===== src/rtl/pulse_feature_pkg.sv =====
// Shared state, record type and width helpers for the pulse feature extractor.
// The record struct is laid out for the package default widths.
package pulse_feature_pkg;

   localparam int PF_DATA_W = 8;
   localparam int PF_CNT_W  = 16;
   localparam int PF_POS_W  = 32;

   function automatic int area_w(input int dw, input int cw);
      return dw + cw;
   endfunction

   function automatic int sq_w(input int dw, input int cw);
      return 2 * dw + cw;
   endfunction

   function automatic int cube_w(input int dw, input int cw);
      return 3 * dw + cw;
   endfunction

   localparam int PF_AREA_W = area_w(PF_DATA_W, PF_CNT_W);
   localparam int PF_SQ_W   = sq_w(PF_DATA_W, PF_CNT_W);
   localparam int PF_CUBE_W = cube_w(PF_DATA_W, PF_CNT_W);

   typedef enum logic [1:0] {
      IDLE,
      IN_PULSE,
      WAIT_LOW
   } state_t;

   typedef struct packed {
      logic [PF_CNT_W-1:0]  len;
      logic [PF_POS_W-1:0]  pos;
      logic [PF_DATA_W-1:0] peak;
      logic [PF_CNT_W-1:0]  idx;
      logic [PF_AREA_W-1:0] front;
      logic [PF_AREA_W-1:0] behind;
      logic [PF_AREA_W-1:0] total;
      logic [PF_SQ_W-1:0]   sq;
      logic [PF_CUBE_W-1:0] cube;
      logic                 truncated;
   } feat_rec_t;

endpackage


===== src/rtl/pulse_feature_accum.sv =====
// Per-pulse running accumulators: length, position, peak, areas and powers.
// PULSE_FEATURE_CUBE_EN adds the third-power accumulator.
module pulse_feature_accum
   import pulse_feature_pkg::*;
#(
   parameter int DATA_W = PF_DATA_W,
   parameter int CNT_W  = PF_CNT_W,
   parameter int POS_W  = PF_POS_W
) (
   input  logic                              Clk,
   input  logic                              Rst,
   input  logic                              start,
   input  logic                              step,
   input  logic                              clear,
   input  logic [DATA_W-1:0]                 sample,
   input  logic [POS_W-1:0]                  sample_pos,
   output logic [CNT_W-1:0]                  len,
   output logic [POS_W-1:0]                  pos,
   output logic [DATA_W-1:0]                 peak,
   output logic [CNT_W-1:0]                  idx,
   output logic [area_w(DATA_W,CNT_W)-1:0]   front,
   output logic [area_w(DATA_W,CNT_W)-1:0]   total,
   output logic [sq_w(DATA_W,CNT_W)-1:0]     sq,
   output logic [cube_w(DATA_W,CNT_W)-1:0]   cube
);

   localparam int AW = area_w(DATA_W, CNT_W);
   localparam int SW = sq_w(DATA_W, CNT_W);

   logic [AW-1:0] x_a;
   logic [SW-1:0] x_sq;

   assign x_a  = AW'(sample);
   assign x_sq = SW'(sample) * SW'(sample);

   always_ff @(posedge Clk or posedge Rst) begin
      if (Rst) begin
         len   <= '0;
         pos   <= '0;
         peak  <= '0;
         idx   <= '0;
         front <= '0;
         total <= '0;
         sq    <= '0;
      end else if (clear) begin
         len   <= '0;
         pos   <= '0;
         peak  <= '0;
         idx   <= '0;
         front <= '0;
         total <= '0;
         sq    <= '0;
      end else if (start) begin
         len   <= CNT_W'(1);
         pos   <= sample_pos;
         peak  <= sample;
         idx   <= '0;
         front <= x_a;
         total <= x_a;
         sq    <= x_sq;
      end else if (step) begin
         len   <= len + CNT_W'(1);
         total <= total + x_a;
         sq    <= sq + x_sq;
         // strict compare keeps the first of equal peaks
         if (sample > peak) begin
            peak  <= sample;
            idx   <= len;
            front <= total + x_a;
         end
      end
   end

`ifdef PULSE_FEATURE_CUBE_EN
   localparam int CW = cube_w(DATA_W, CNT_W);

   logic [CW-1:0] x_cu;

   assign x_cu = CW'(sample) * CW'(sample) * CW'(sample);

   always_ff @(posedge Clk or posedge Rst) begin
      if (Rst)
         cube <= '0;
      else if (clear)
         cube <= '0;
      else if (start)
         cube <= x_cu;
      else if (step)
         cube <= cube + x_cu;
   end
`else
   assign cube = '0;
`endif

endmodule


===== src/rtl/pulse_feature_extractor.sv =====
// Streaming pulse detector with on-the-fly feature record and valid/ready output.
// PULSE_FEATURE_CUBE_EN enables the Sum_cube accumulator.
module pulse_feature_extractor
   import pulse_feature_pkg::*;
#(
   parameter int DATA_W  = PF_DATA_W,
   parameter int CNT_W   = PF_CNT_W,
   parameter int POS_W   = PF_POS_W,
   parameter int MAX_LEN = 1024
) (
   input  logic                              Clk,
   input  logic                              Rst,
   input  logic                              Extract_en,
   input  logic                              Sample_valid,
   input  logic [DATA_W-1:0]                 Sample_data,
   input  logic [POS_W-1:0]                  Sample_pos,
   input  logic [DATA_W-1:0]                 Threshold,
   input  logic [CNT_W-1:0]                  Min_len,
   output logic                              Feature_valid,
   input  logic                              Feature_ready,
   output logic [CNT_W-1:0]                  Pulse_len,
   output logic [POS_W-1:0]                  Pulse_pos,
   output logic [DATA_W-1:0]                 Peak_value,
   output logic [CNT_W-1:0]                  Peak_index,
   output logic [area_w(DATA_W,CNT_W)-1:0]   Front_area,
   output logic [area_w(DATA_W,CNT_W)-1:0]   Behind_area,
   output logic [area_w(DATA_W,CNT_W)-1:0]   Total_area,
   output logic [sq_w(DATA_W,CNT_W)-1:0]     Sum_sq,
   output logic [cube_w(DATA_W,CNT_W)-1:0]   Sum_cube,
   output logic                              Truncated,
   output logic [CNT_W-1:0]                  Pulse_count,
   output logic [CNT_W-1:0]                  Drop_count,
   output logic                              Busy
);

   localparam int AW = area_w(DATA_W, CNT_W);
   localparam int SW = sq_w(DATA_W, CNT_W);
   localparam int CW = cube_w(DATA_W, CNT_W);

   state_t            state;
   feat_rec_t         rec;
   logic              consume;
   logic              hit;
   logic              start;
   logic              step;
   logic              clear;
   logic              close;
   logic              trunc;
   logic              keep;
   logic              load;
   logic              hs;
   logic [CNT_W-1:0]  a_len;
   logic [POS_W-1:0]  a_pos;
   logic [DATA_W-1:0] a_peak;
   logic [CNT_W-1:0]  a_idx;
   logic [AW-1:0]     a_front;
   logic [AW-1:0]     a_total;
   logic [SW-1:0]     a_sq;
   logic [CW-1:0]     a_cube;

   assign consume = Sample_valid & Extract_en;
   assign hit     = Sample_data >= Threshold;

   always_comb begin
      start = 1'b0;
      step  = 1'b0;
      clear = 1'b0;
      close = 1'b0;
      trunc = 1'b0;
      unique case (state)
         IDLE: start = consume & hit;
         IN_PULSE: begin
            if (!Extract_en) begin
               clear = 1'b1;
            end else if (Sample_valid) begin
               if (!hit) begin
                  close = 1'b1;
               end else if (a_len < CNT_W'(MAX_LEN)) begin
                  step = 1'b1;
               end else begin
                  close = 1'b1;
                  trunc = 1'b1;
               end
            end
         end
         WAIT_LOW: clear = ~Extract_en;
         default: ;
      endcase
   end

   always_ff @(posedge Clk or posedge Rst) begin
      if (Rst) begin
         state <= IDLE;
      end else begin
         unique case (state)
            IDLE:
               if (start) state <= IN_PULSE;
            IN_PULSE:
               if (clear || (close && !trunc)) state <= IDLE;
               else if (trunc) state <= WAIT_LOW;
            WAIT_LOW:
               if (clear || (consume && !hit)) state <= IDLE;
            default: state <= IDLE;
         endcase
      end
   end

   pulse_feature_accum #(
      .DATA_W (DATA_W),
      .CNT_W  (CNT_W),
      .POS_W  (POS_W)
   ) u_accum (
      .Clk        (Clk),
      .Rst        (Rst),
      .start      (start),
      .step       (step),
      .clear      (clear),
      .sample     (Sample_data),
      .sample_pos (Sample_pos),
      .len        (a_len),
      .pos        (a_pos),
      .peak       (a_peak),
      .idx        (a_idx),
      .front      (a_front),
      .total      (a_total),
      .sq         (a_sq),
      .cube       (a_cube)
   );

   // a handshake this cycle frees the register for the new record
   assign keep = close & (a_len >= Min_len);
   assign hs   = Feature_valid & Feature_ready;
   assign load = keep & (~Feature_valid | Feature_ready);

   always_ff @(posedge Clk or posedge Rst) begin
      if (Rst) begin
         Feature_valid <= 1'b0;
         rec           <= '0;
         Pulse_count   <= '0;
         Drop_count    <= '0;
      end else begin
         if (hs)
            Pulse_count <= Pulse_count + CNT_W'(1);
         if (load) begin
            Feature_valid <= 1'b1;
            rec <= '{
               len:       a_len,
               pos:       a_pos,
               peak:      a_peak,
               idx:       a_idx,
               front:     a_front,
               behind:    a_total - a_front,
               total:     a_total,
               sq:        a_sq,
               cube:      a_cube,
               truncated: trunc
            };
         end else if (hs) begin
            Feature_valid <= 1'b0;
         end
         if (keep && !load && !(&Drop_count))
            Drop_count <= Drop_count + CNT_W'(1);
      end
   end

   assign Pulse_len   = rec.len;
   assign Pulse_pos   = rec.pos;
   assign Peak_value  = rec.peak;
   assign Peak_index  = rec.idx;
   assign Front_area  = rec.front;
   assign Behind_area = rec.behind;
   assign Total_area  = rec.total;
   assign Sum_sq      = rec.sq;
   assign Sum_cube    = rec.cube;
   assign Truncated   = rec.truncated;
   assign Busy        = (state == IN_PULSE);

endmodule


===== config.mk =====
export PLATFORM = sky130hd
export DESIGN_NAME = pulse_feature_extractor
export DESIGN_NICKNAME = d
export VERILOG_FILES = /design/src/rtl/pulse_feature_pkg.sv /design/src/rtl/pulse_feature_accum.sv /design/src/rtl/pulse_feature_extractor.sv
export SDC_FILE = /design/constraint.sdc
export NUM_CORES = 1
export LEC_CHECK = 0
export CORE_MARGIN = 2
export CORE_UTILIZATION = 40
export CTS_CLUSTER_SIZE = 16
export DETAILED_ROUTE_END_ITERATION = 16
export DONT_BUFFER_PORTS = 1
export GPL_ROUTABILITY_DRIVEN = 0
export PLACE_DENSITY = 0.64
export RECOVER_POWER = 25
export SYNTH_ARGS = -nofsm -noshare
export SYNTH_HDL_FRONTEND = slang
export SYNTH_SLANG_ARGS = --single-unit

===== constraint.sdc =====
create_clock -name Clk -period 14.6 [get_ports Clk]
set_input_delay 2.19 -clock Clk [delete_from_list [all_inputs] [get_ports Clk]]
set_output_delay 2.19 -clock Clk [all_outputs]
set_load 0.01 [all_outputs]

### Word-level counts from Yosys, hierarchy flattened

Cells that the tools add are included.

* register bits after elaboration: 364
* bits of input ports: 69

* bitwise logic cells: 8
* add/subtract/negate cells: 6
* reductions and logical operators: 18
* $lt $le $gt $ge: 4
* eq/ne operators: 5
* $mul: 1
* multiplexer cells: 47

Operators by type and width (number)
* two-way mux 24 bit: 7
* two-way mux 32 bit: 5
* two-way mux 16 bit: 7
* adder 16 x 1 -> 16 bit, second input constant: 3
* adder 32 x 16 -> 32 bit: 1
* two-way mux 8 bit: 4
* adder 24 x 8 -> 24 bit: 1
* subtractor 24 bit: 1
* two-way mux 1 bit: 18
* >= comparator 16 bit: 1
* less-than comparator 16 x 11 -> 1 bit, second input constant: 1
* multiplier 8 x 8 -> 16 bit: 1
* AND reduction 16 bit: 1
* >= comparator 8 bit: 1
* greater-than comparator 8 bit: 1
* two-way mux 2 bit: 4
* case mux 2 bit (3 select lines): 1
* nonzero test 3 bit: 2
* bitwise AND 1 bit: 5
* logical AND 1 bit: 4
* logical NOT 1 bit: 4
* != test 2 bit, second input constant: 2
* nonzero test 2 bit: 2
* != test 3 x 1 -> 1 bit, second input constant: 1
* other kinds (9): 11

### Depth between registers and ports, before layout

Gate-level depths: netlist of run 1.

* depth after elaboration: 11
* depth in mapped cells: 25
* mapped depth without buffers: 24

### Cells and area by module

From an unflattened synthesis of run 1, not the netlist that was laid out.

* cell total of the unflattened synthesis: 2377
* area total of the unflattened synthesis: 21792.2 µm²

By module, submodules not included
* pulse_feature_extractor: seq. area each 6306.0 µm², times used 1, cells an instance 1282, area each 11584.9 µm²
* pulse_feature_accum: seq. area each 3803.6 µm², times used 1, cells an instance 1095, area each 10207.3 µm²

### Worst setup path before layout of run 1

OpenSTA, ideal clock, no wires.

* path type: input to register
* start point: input Sample_data[7]
* end point: register u_accum.sq[30]
* buffers on the path: 1
* stages: 21
* data arrival time: 7.295 ns
* setup time: 0.132 ns
* setup slack: 7.173 ns
* cells stage by stage: clkbuf_1 > nand2_1 > fa_1 > inv_1 > fa_1 > fa_1 > inv_1 > fa_1 > inv_1 > ha_1 > o41a_1 > a41oi_1 > nor2b_1 > xnor2_1 > ha_1 > nor2b_1 > a311o_1 > a31oi_1 > nor4_1 > xnor2_1 > nor2_1

* word-level cells in the longest chain between the ends: 6

RTL lines
* from (decl): line pulse_feature_extractor.sv:15 `input logic [DATA_W-1:0] Sample_data,`
* branches (longest 6 deep; another with adder 32 x 16 -> 32 bit)
* to (signal assigned): line pulse_feature_accum.sv:60 `sq <= x_sq;`
* to (signal assigned): line pulse_feature_accum.sv:64 `sq <= sq + x_sq;`
* to (decl): line pulse_feature_accum.sv:23 `output logic [sq_w(DATA_W,CNT_W)-1:0] sq,`

Several ways; the timed one is not identified. The select of a mux whose other input is x is not followed.
A chain may end at the register's enable or synchronous reset.

### Worst setup path in the final report of run 1

* start point: input Sample_data[0]
* end point: register u_accum.sq[30]

The elaborated chain is that of the path after synthesis.

==> results.py, run 1 <==
metrics = {
    "clocking": {
        "post_cts_buffers": 0,
        "worstSkewPairLatency_ns": 0.57,
        "cts-root-buf": "clkbuf_16",
        "ctsHoldBuffers": 0,
        "cts-htree-levels": 2,
        "cts_buffers": 42,
        "cts-resized-gates": 0,
        "clock_path_buffers": 3,
        "clk_pin_slew_ns": 0.06,
        "cts_tree": "yes",
        "cts.sinks": 364,
    },
    "die": {
        "rows": 81,
        "dieArea_mm2": 0.0511,
        "core-area_mm2": 0.0488,
        "start_util": 0.404,
        "io_pins": 320,
        "dieWidth_um": 226,
        "floorplan.die.height_um": 226,
    },
    "min_path": {
        "hp-class": "register to register",
    },
    "sta": {
        "final_max_slew_viol_count": 131,
        "relSlewSlack": -2.88,
        "min_period_ns": 7.18,
        "tightest_slew_ns": 5.79,
        "setup_viol": 0,
        "period_share": 0.492,
        "fin_skew_ns": 0.0295,
        "rsz0062_at_grt": "no",
        "hold_viol_final": 0,
        "max_freq_mhz": 139,
        "tns_ns": 0,
    },
    "worst_setup_path": {
        "startpoint_type": "primary input",
        "cp_max_fo": 11,
        "crit_type": "primary input to register",
        "cp.arrival_ns": 7.58,
        "worstPathRequired_ns": 15.00,
        "cp-end-kind": "register",
    },
    "logic_synthesis": {
        "synth_edf_count": 0,
        "synth_ff_type": "dfrtp_1",
        "async_flop_share": 1.00,
        "yosys-top-cells-count": "dfrtp_1 (364), nand2_1 (266), a21oi_1 (128)",
        "synth_warnings": 0,
        "yosys.cell_count.top_type": "dfrtp_1",
        "ys_seq_area_frac": 0.462,
        "syn_inst": 1955,
        "synth_top_area_share": 0.462,
        "ys_ff_latch": 364,
        "synth_cell_types": 77,
        "synthTopCellsByArea": "dfrtp_1 (46%), ha_1 (7.2%), mux2_2 (7.2%)",
        "synth_top_area_cell": "dfrtp_1",
        "syn_area_per_cell_um2": 10.1,
        "synth_area_mm2": 0.0197,
    },
    "detailed_routing": {
        "vias_per_cell": 5.31,
        "wire_per_inst_um": 19.1,
        "drcViolationCount": 0,
        "detail-route-antenna-nets": 0,
        "drtIter0Drc": 789,
        "wl_um": 50000,
        "dr.pass1.iters": 7,
        "num_vias": 13900,
    },
    "pwr": {
        "ir_drop_v": 0.000110,
        "p_leak_nw": 10.5,
        "powerDensity_mw_per_mm2": 166,
        "power_w": 0.00361,
    },
    "grt": {
        "grt_max_degree": 162,
        "grt_usage": 0.197,
        "gr-total-overflow": 0,
        "grt_pass1_wl_um": 79200,
        "grt_pass1_vias": 13900,
        "antenna_found_initial": 2,
    },
    "job": {
        "drv_cap": 1,
    },
    "layout": {
        "final_nets": 2136,
        "layout-drive-gt1-share": 0.124,
        "areaGrowthSynthToFinish_pct": 10.1,
    },
    "status": {
        "failed_checks": "capacitance limit, slew limit",
        "outcome": "finished with violations",
    },
    "placed_design": {
        "io_buffers": 0,
        "detailed_place_hpwl_um": 35500,
    },
}
## area by class of cell
cell class                 count  area, um2
antenna                        1       2.50
clock buffer                  62       1320
clock inverter                15        213
fill                        4629      27100
inverter                     119        448
multi-input combinational   1383       9650
sequential                   364       9110
tap                          664        831
timing repair buffer          17        140
## sequential cells by signal, indices dropped and copies added (netlist names)
signal / cells
Pulse_pos: 32
Pulse_len: 16
Behind_area: 24
Pulse_count: 16
u_accum.idx: 16
state: 2
u_accum.peak: 8
Peak_value: 8
Feature_valid: 1
u_accum.front: 24
Total_area: 24
Truncated: 1
u_accum.total: 24
Drop_count: 16
u_accum.len: 16
Sum_sq: 32
u_accum.pos: 32
Peak_index: 16
u_accum.sq: 32
Front_area: 24
## kinds of logic after synthesis
logic type / synth area share
adders and majority gates: 0.0987
AOI/OAI and AO/OA: 0.125
muxes: 0.0745
xor gates and xnor gates: 0.0515
other: 0.000190
buffers and inverters: 0.0591
DFF: 0.462
and+or+nand+nor: 0.129
## final timing paths
path / start / to / slack (ns) / cells past startpoint
setup / recovery: Sample_data[0] / u_accum.sq[30] / 7.42 / 22
min in group asynchronous: Rst / Pulse_count[15] / 3.33 / 1
setup reg to reg: u_accum.len[0] / Pulse_len[2] / 10.40 / 11
hold reg to reg: u_accum.idx[2] / Peak_index[2] / 0.50 / 1
max in group asynchronous: Rst / u_accum.sq[21] / 8.52 / 2
hold / removal: u_accum.idx[2] / Peak_index[2] / 0.50 / 1
## through the flow
step | cells | hold slack, ns | setup slack [ns] | utilization | cell area [um2]
2_1_floorplan | 1996 | 0.472 | 2.31 | - | 19900
3_3_place_gp | 2547 | 0.484 | 6.99 | 0.413 | 20200
3_5_place_dp | 2547 | 0.488 | 6.94 | 0.413 | 20200
4_1_cts | 2624 | 0.504 | 7.48 | 0.445 | 21700
5_1_grt | 2625 | 0.515 | 7.22 | 0.445 | 21700
6_report | 2625 | 0.503 | 7.42 | 0.445 | 21700
## critical path, stage by stage
cell and delay [ns]:
and2_1 0.15, ha_1 0.35, a31o_2 0.28, fa_1 0.50
inv_1 0.06, fa_1 0.50, fa_1 0.54, inv_1 0.05
ha_1 0.36, nor3_1 0.20, nor2_1 0.08, o41a_1 0.12
a41oi_1 0.26, nor2b_1 0.19, xnor2_1 0.20, ha_1 0.33
nor2b_1 0.14, a311o_1 0.34, a31oi_1 0.39, nor4_1 0.13
xnor2_1 0.15, nor2_1 0.05
## metal layers
metal | vias up | global-route usage | share of wire
met5 | - | 0 | 0
met4 | 0 | 0.0639 | 0.028
met3 | 87 | 0.0546 | 0.073
met2 | 377 | 0.318 | 0.47
met1 | 6864 | 0.255 | 0.43
li1 | 6615 | - | -
## power breakdown
group,switching (W),total [W],internal (W)
sequential,0.0000833,0.00119,0.00111
combinational,0.000748,0.00127,0.000523
clock,0.000431,0.00115,0.000715
## placed cells by master (no fill, tap or decap), types with 11 or more instances in the layout
cell       instances
dfrtp_1          364
nand2_1          266
a21oi_1          128
mux2_2           126
o21ai_0          120
inv_1            118
ha_1             114
nor2_1            77
xnor2_1           59
xor2_1            57
nand3_1           46
clkbuf_16         45
conb_1            42
nor3_1            29
and3_1            27
and2_1            26
fa_1              26
a31oi_1           24
a21o_1            23
nand4_1           21
a211oi_1          21
buf_4             16
o21a_1            14
clkbuf_8          13
nand2b_1          11
nor2b_1           11
(Power assumes the default switching activity.)
==> run 2: changes to the inputs <==
==> constraint.sdc (replaced) <==
create_clock -name Clk -period 7.5 [get_ports Clk]
set_input_delay 1.125 -clock Clk [delete_from_list [all_inputs] [get_ports Clk]]
set_output_delay 1.125 -clock Clk [all_outputs]
set_load 0.01 [all_outputs]
==> run 2 against run 1 <==
  * The flow still finishes with violations (capacitance limit, slew limit)
  * Clock power grew 78%
  * Core utilization fell by 0.31 points
  * Final area decreased by 0.69%
  * Critical endpoint is now u_accum.sq[18]
  * Combinational power is 95% higher
  * Highest routed layer unchanged
==> results.py, run 2 (synthesized netlist as in run 1, its figures left out) <==
metrics = {
    "status": {
        "outcome": "finished with violations",
        "failed_checks": "capacitance limit, slew limit",
    },
    "detailed_routing": {
        "dr.pass1.iters": 5,
        "vias_per_cell": 5.31,
        "wl_um": 50100,
        "drtIter0Drc": 1035,
        "drcViolationCount": 0,
        "num_vias": 13900,
        "detail-route-antenna-nets": 0,
        "wire_per_inst_um": 19.1,
    },
    "worst_setup_path": {
        "startpoint_type": "primary input",
        "timing.rr.end": "u_accum.total[17]",
        "cp-end-kind": "register",
        "r2r.worst_path.cells": 7,
        "r2r-start": "state[1]",
        "cp_max_fo": 11,
        "cp.arrival_ns": 6.47,
        "worstPathRequired_ns": 7.90,
        "crit_type": "primary input to register",
        "rrSetupSlack_ns": 3.86,
        "critPathLaunch": "Sample_data[0]",
    },
    "clocking": {
        "clk_pin_slew_ns": 0.06,
        "cts.sinks": 364,
        "worstSkewPairLatency_ns": 0.57,
        "cts-root-buf": "clkbuf_16",
        "cts-resized-gates": 0,
        "cts-htree-levels": 2,
        "post_cts_buffers": 0,
        "clock_path_buffers": 3,
        "ctsHoldBuffers": 0,
        "cts_tree": "yes",
        "cts_buffers": 42,
    },
    "die": {
        "start_util": 0.404,
        "io_pins": 320,
        "floorplan.die.height_um": 226,
        "dieWidth_um": 226,
        "core-area_mm2": 0.0488,
        "rows": 81,
        "dieArea_mm2": 0.0511,
    },
    "layout": {
        "areaGrowthSynthToFinish_pct": 9.37,
        "layout_common_cells": "dfrtp_1 (364), nand2_1 (266), a21oi_1 (128)",
        "fin_util": 0.441,
        "final_common_cell": "dfrtp_1",
        "layout-drive-gt1-share": 0.122,
        "final_nets": 2134,
    },
    "sta": {
        "tightest_slew_ns": 3.57,
        "period_share": 0.809,
        "fin_skew_ns": 0.0295,
        "relSlewSlack": -1.38,
        "max_freq_mhz": 165,
        "setup_viol": 0,
        "hold_viol_final": 0,
        "min_period_ns": 6.07,
        "final_max_slew_viol_count": 193,
        "tns_ns": 0,
        "rsz0062_at_grt": "no",
    },
    "pwr": {
        "ir_drop_v": 0.000204,
        "p_leak_nw": 10.4,
        "powerDensity_mw_per_mm2": 318,
    },
    "job": {
        "drv_cap": 2,
    },
    "min_path": {
        "hp-class": "primary input to asynchronous set/reset pin",
    },
    "grt": {
        "grt_pass1_vias": 14000,
        "antenna_found_initial": 1,
        "grt_max_degree": 188,
        "grt_usage": 0.195,
        "grt_pass1_wl_um": 78500,
        "gr-total-overflow": 0,
    },
    "placed_design": {
        "detailed_place_hpwl_um": 35800,
        "io_buffers": 0,
    },
}
==> run 2: report_power, final <==
part           switching (W)  internal (W)  total, W
Sequential          0.000165       0.00216   0.00232
Clock               0.000840       0.00121   0.00205
Combinational        0.00146       0.00101   0.00248
Total                0.00247       0.00438   0.00685
==> run 2: how the worst max path moves through the flow <==
| stage | to | slack (ns) | cells after the start |
|---|---|---|---|
| CTS | u_accum.sq[18] | 1.45 | 22 |
| detailed placement | u_accum.sq[18] | 0.87 | 22 |
| global route | u_accum.sq[18] | 1.05 | 22 |
| finish | u_accum.sq[18] | 1.43 | 22 |
| floorplan | u_accum.sq[30] | 1.14 | 21 |
| global placement | u_accum.sq[18] | 0.93 | 22 |
==> run 2: metal layers <==
metal | part of all wire | global-route usage | vias to the layer above
li1 | - | - | 6594
met1 | 0.42 | 0.246 | 6854
met2 | 0.48 | 0.320 | 374
met3 | 0.069 | 0.0536 | 90
met4 | 0.032 | 0.0685 | 0
met5 | 0 | 0 | -
==> run 2: area by class of cell <==
class	count	area [um2]
Inverter	119	448
Tap cell	664	831
Multi-Input combinational cell	1383	9650
Sequential cell	364	9110
Clock buffer	57	1220
Timing Repair Buffer	15	131
Clock inverter	19	173
Antenna cell	1	2.50
Fill cell	4658	27300
==> run 2: per-stage QoR <==
step	area [um2]	power, W	setup slack [ns]	std cells	hold WS (ns)
global placement	20200	0.00476	0.926	2545	0.486
floorplan	19900	0.00423	1.14	1996	0.472
CTS	21600	0.00692	1.45	2621	0.359
global route	21600	0.00734	1.05	2622	0.489
detailed placement	20200	0.00483	0.866	2545	0.484
finish	21600	0.00685	1.43	2622	0.465
==> run 2: critical path: stages <==
cell and delay, ns:
and2_1 0.15, ha_1 0.35, a31o_2 0.28, fa_1 0.50, inv_1 0.05, fa_1 0.50, fa_1 0.54, inv_1 0.05
ha_1 0.35, nor3_1 0.16, nor2_1 0.08, o41a_1 0.13, a41oi_1 0.25, nor2b_1 0.19, xnor2_1 0.20, ha_1 0.32
nor2b_1 0.14, a311o_1 0.35, a31oi_1 0.39, nor3_1 0.12, xnor2_1 0.19, nor2_1 0.05
